## config.mk

```make
export PLATFORM = sky130hd
export DESIGN_NAME = register_file_3r1w
export DESIGN_NICKNAME = d
export VERILOG_FILES = /design/src/rtl/register_file_3r1w.sv
export SDC_FILE = /design/constraint.sdc
export NUM_CORES = 2
export LEC_CHECK = 0
export ABC_AREA = 0
export BUFFER_PORTS_ARGS = -buffer_cell sky130_fd_sc_hd__buf_2
export CORE_MARGIN = 2
export CORE_UTILIZATION = 58
export DETAILED_ROUTE_END_ITERATION = 8
export PLACE_DENSITY = 0.78
export SETUP_SLACK_MARGIN = 0.3
export SLEW_MARGIN = 30
export SYNTH_ARGS = -nofsm -noshare
export SYNTH_HDL_FRONTEND = slang
export SYNTH_SLANG_ARGS = --single-unit
```

## constraint.sdc

```tcl
create_clock -name Clk -period 2.5 [get_ports Clk]
set_clock_uncertainty 0.1 [all_clocks]
set_input_delay 0.375 -clock Clk [delete_from_list [all_inputs] [get_ports Clk]]
set_output_delay 0.375 -clock Clk [all_outputs]
set_load 0.05 [all_outputs]
```

## src/rtl/register_file_3r1w.sv

```systemverilog
// 32-entry MIPS register file: two bypassed combinational read ports, one
// unbypassed debug read port, one synchronous write port and a commit counter.
module register_file_3r1w #(
    parameter int unsigned DATA_WIDTH = 32,
    parameter int unsigned ADDR_WIDTH = 5
) (
    input  logic                  Clk,
    input  logic                  Reset,
    input  logic [ADDR_WIDTH-1:0] ReadRegister1,
    input  logic [ADDR_WIDTH-1:0] ReadRegister2,
    input  logic [ADDR_WIDTH-1:0] DebugRegister,
    input  logic [ADDR_WIDTH-1:0] WriteRegister,
    input  logic [DATA_WIDTH-1:0] WriteData,
    input  logic                  RegWrite,
    output logic [DATA_WIDTH-1:0] ReadData1,
    output logic [DATA_WIDTH-1:0] ReadData2,
    output logic [DATA_WIDTH-1:0] DebugData,
    output logic [15:0]           WriteCount
);

    localparam int unsigned DEPTH    = 2 ** ADDR_WIDTH;
    localparam int unsigned CNT_WIDTH = 16;

    logic [DATA_WIDTH-1:0] mem [DEPTH];
    logic                  wr_en_c;

    // A write commits only out of reset, when enabled, and never to $0.
    assign wr_en_c = Reset && RegWrite && (WriteRegister != '0);

    // Storage and commit counter; counter wraps naturally at 16 bits.
    always_ff @(posedge Clk or negedge Reset) begin
        if (!Reset) begin
            for (int unsigned i = 0; i < DEPTH; i++) begin
                mem[i] <= '0;
            end
            WriteCount <= '0;
        end else if (wr_en_c) begin
            mem[WriteRegister] <= WriteData;
            WriteCount         <= WriteCount + CNT_WIDTH'(1);
        end
    end

    // Read ports 1/2 forward same-cycle write data; reset forces zero.
    always_comb begin
        ReadData1 = '0;
        ReadData2 = '0;
        DebugData = '0;
        if (Reset) begin
            if (ReadRegister1 != '0) begin
                ReadData1 = (wr_en_c && (ReadRegister1 == WriteRegister))
                            ? WriteData : mem[ReadRegister1];
            end
            if (ReadRegister2 != '0) begin
                ReadData2 = (wr_en_c && (ReadRegister2 == WriteRegister))
                            ? WriteData : mem[ReadRegister2];
            end
            if (DebugRegister != '0) begin
                DebugData = mem[DebugRegister];
            end
        end
    end

endmodule

```

==> run metrics <==
crit path time final=3.20 ns; CTS Buf Count=113; Buf/Inv on CP=2; combinational fraction of design power=0.254; post-route setup slack=-0.698 ns; Clk network pwr share=0.342; root buf cell=clkbuf_16; Final Max Tran Viols=0; fmax=0.313 GHz; Final setup violation count=96; CP cell instances=mux4_2 > nand2b_4 > a21oi_2 > nor3_2 > buf_4 > a221o_2 > buf_12; routed vias/inst=7.73; Post-synth EDFFs=0; max-cap violations=0; Post-synth top flop=dfrtp_1; antenna-violating nets left=0; Critical Path AT=2.72 ns; largest net degree at the start of global routing=121; Congestion Overflow GR=0; Tcrit/Tclk final=1.28; CP peak stage delay=0.48 ns; failing checks=negative setup slack; Reg power frac=0.404; placed cell areas=0.0724 mm^2; Pwr Density=661 mW/mm^2; worst-path fanout max=3; die height=334 um; Die Footprint=0.111 mm^2; drt total wl=239000 um; RSZ-0062 raised after global routing=true; RR Startpoint=WriteCount[6]; # DRC=0; post-synth cell types=48; CP Launch Type=flip-flop; Initial Util=0.587; worst skew pair latency=0.73 ns; CTS clk-pin slew, worst paths=0.07 ns; Worst R2R End=WriteCount[13]; Die W=334 um; Setup TNS=-47.15 ns; Final HPWL DP=151000 um; Syn Inst Count=4291; Sw Ratio=0.301; layout cells sized above 1=0.670; area of the mapped netlist=0.0631 mm^2; routed vias=49000; initial antenna violation count=9; Clock Tree Buf Depth=3; Final Hold Violating Endpoints=0; total clock sinks=1040; Fill cells=6087; crit path max-delay cell type=mux4_2; leak pwr=34.6 nW; Nets=4888; HP Class=in -> async; syn_nets=4347; endpoint type of the worst setup path=primary output; flop-to-flop setup slack=0.71 ns; Post-synth ARST share=1.00; Syn. warnings=0; 1st-pass router iterations=8; Core Rows=120; Slew headroom=0.432; WL/cell=37.8 um; drt first-iter violations=6285; actual slew at the worst max-slew pin=0.851 ns; IO Pins=167; global-route wire length before repair=346000 um; synthesis-stage register bit count=1040; synth-to-layout area growth=26.3%; H-Tree Level Count=3; sequential cell area fraction in the yosys report=0.413; I/O Buffers=166; Final Instance Area=0.0797 mm^2; Core ar.=0.108 mm^2; Worst path top cell family by delay=compound AO/OA/AOI/OAI gates; Cell Int Power=0.0369 W; CTS tree=done; GRT Overall Usage=0.429; syn_area_per_cell=14.7 um^2; status=finished, violations left; RePlAce Congestion=0.980; Req. time, crit path=2.03 ns; Net Sw Power=0.0158 W; Crit Path Category=reg -> out; Peak VDD IR=0.608 mV; R2R depth=5; vias in the first global route=50000
==> cell type report <==
type                    count  area (um^2)  area share
well taps                1403         1760      0.0220
clock inverters            59          689     0.00865
repair buffers            945        10500       0.132
multi-input cells        2727        37400       0.469
flip-flops and latches   1040        26000       0.327
clock buffers             154         3270      0.0410
diodes                      5         12.5    0.000157
inverters                   5         18.8    0.000236
==> state kept, by name, summed over array words and instances, names as in the netlist <==
name,cells
WriteCount,16
mem,1024
==> Yosys cell counts, types with 17 or more instances <==
library cell	n	area share
a211o_1	20	0.0028
a211oi_1	42	0.0050
a21oi_1	45	0.0036
a221o_1	32	0.0051
buf_1	53	0.0032
buf_2	168	0.013
buf_4	20	0.0024
clkbuf_1	278	0.017
dfrtp_1	1040	0.41
mux2_2	1021	0.18
mux2i_1	179	0.028
mux4_2	730	0.26
nand2_1	44	0.0026
nand2b_1	17	0.0017
nand3_1	43	0.0034
nor2_1	94	0.0056
nor3_1	38	0.0030
o21ai_0	72	0.0057
o221ai_1	85	0.012
o22ai_1	145	0.014
xnor2_1	20	0.0028
==> tightest hold or removal path: cells and delay by family <==
kind | cells | cell delay (ns)
buffers and inverters | 3 | 1.06
==> metal layers <==
layer	wire [um]	vias up	GRT usage
li1	-	18300	-
met1	79500	25300	0.546
met2	101000	4194	0.600
met3	39000	1169	0.184
met4	19300	14	0.278
met5	223	-	0.00912
==> how the worst max path moves through the flow <==
stage	from	endpoint	slack, ns	cells after the start
6_report	mem[226]	ReadData1[2]	-0.70	7
2_1_floorplan	WriteRegister[0]	ReadData1[19]	-0.05	6
5_1_grt	mem[130]	ReadData1[2]	-0.71	7
3_5_place_dp	WriteRegister[0]	ReadData2[15]	-0.69	9
3_3_place_gp	WriteRegister[3]	ReadData2[30]	-0.75	9
4_1_cts	mem[896]	ReadData2[0]	-0.69	5
==> layout by cell type (no fill, tap or decap), drive strengths merged, types with 20 or more instances in the layout <==
| cell type | n |
|---|---|
| dfrtp | 1040 |
| mux2 | 1024 |
| buf | 936 |
| mux4 | 730 |
| mux2i | 179 |
| clkbuf | 158 |
| o22ai | 145 |
| nor2 | 94 |
| o221ai | 85 |
| o21ai | 73 |
| a21oi | 45 |
| nand2 | 44 |
| nand3 | 43 |
| a211oi | 42 |
| nor3 | 38 |
| clkinv | 35 |
| a221o | 32 |
| xnor2 | 20 |
| a211o | 20 |
==> per-stage QoR <==
step | power [W] | hold slack, ns | instances | utilization | setup slack [ns]
after floorplan | 0.0290 | -0.0206 | 4291 | - | -0.0477
after global placement | 0.0327 | 0.287 | 5979 | 0.673 | -0.752
after detailed placement | 0.0332 | 0.288 | 5980 | 0.673 | -0.695
after CTS | 0.0519 | 0.154 | 6289 | 0.732 | -0.695
after global routing | 0.0541 | 0.221 | 6335 | 0.741 | -0.709
final | 0.0527 | 0.194 | 6338 | 0.741 | -0.698
==> repair_timing <==
item / in CTS / in global routing
buffers inserted: 88 / 37
gates cloned: 6 / 3
hold endpoints to repair: 290 / 118
resized for setup: 359 / 121
hold buffers: 2 / 3
endpoints found under the setup margin: 96 / 372
pin swaps: 84 / 49
==> power groups by stage <==
stage	clock network (W)	registers (W)	logic, W
2_1_floorplan	0	0.0208	0.00818
3_3_place_gp	0	0.0212	0.0115
3_5_place_dp	0	0.0214	0.0118
4_1_cts	0.0180	0.0212	0.0127
5_1_grt	0.0187	0.0216	0.0138
6_report	0.0180	0.0213	0.0134
==> kinds of logic (layout without fill, tap and decap cells) <==
kind of cell	count (synthesis)	count (layout)	share of synthesized area
AOI/OAI and AO/OA	501	501	0.0563
buffers and inverters	524	1163	0.0357
and+or+nand+nor	267	267	0.0198
DFF	1040	1040	0.413
muxes	1933	1933	0.472
adders and majority gates	1	1	0.000198
xor gates and xnor gates	25	25	0.00347
other	0	5	0
(Power assumes the default switching activity.)
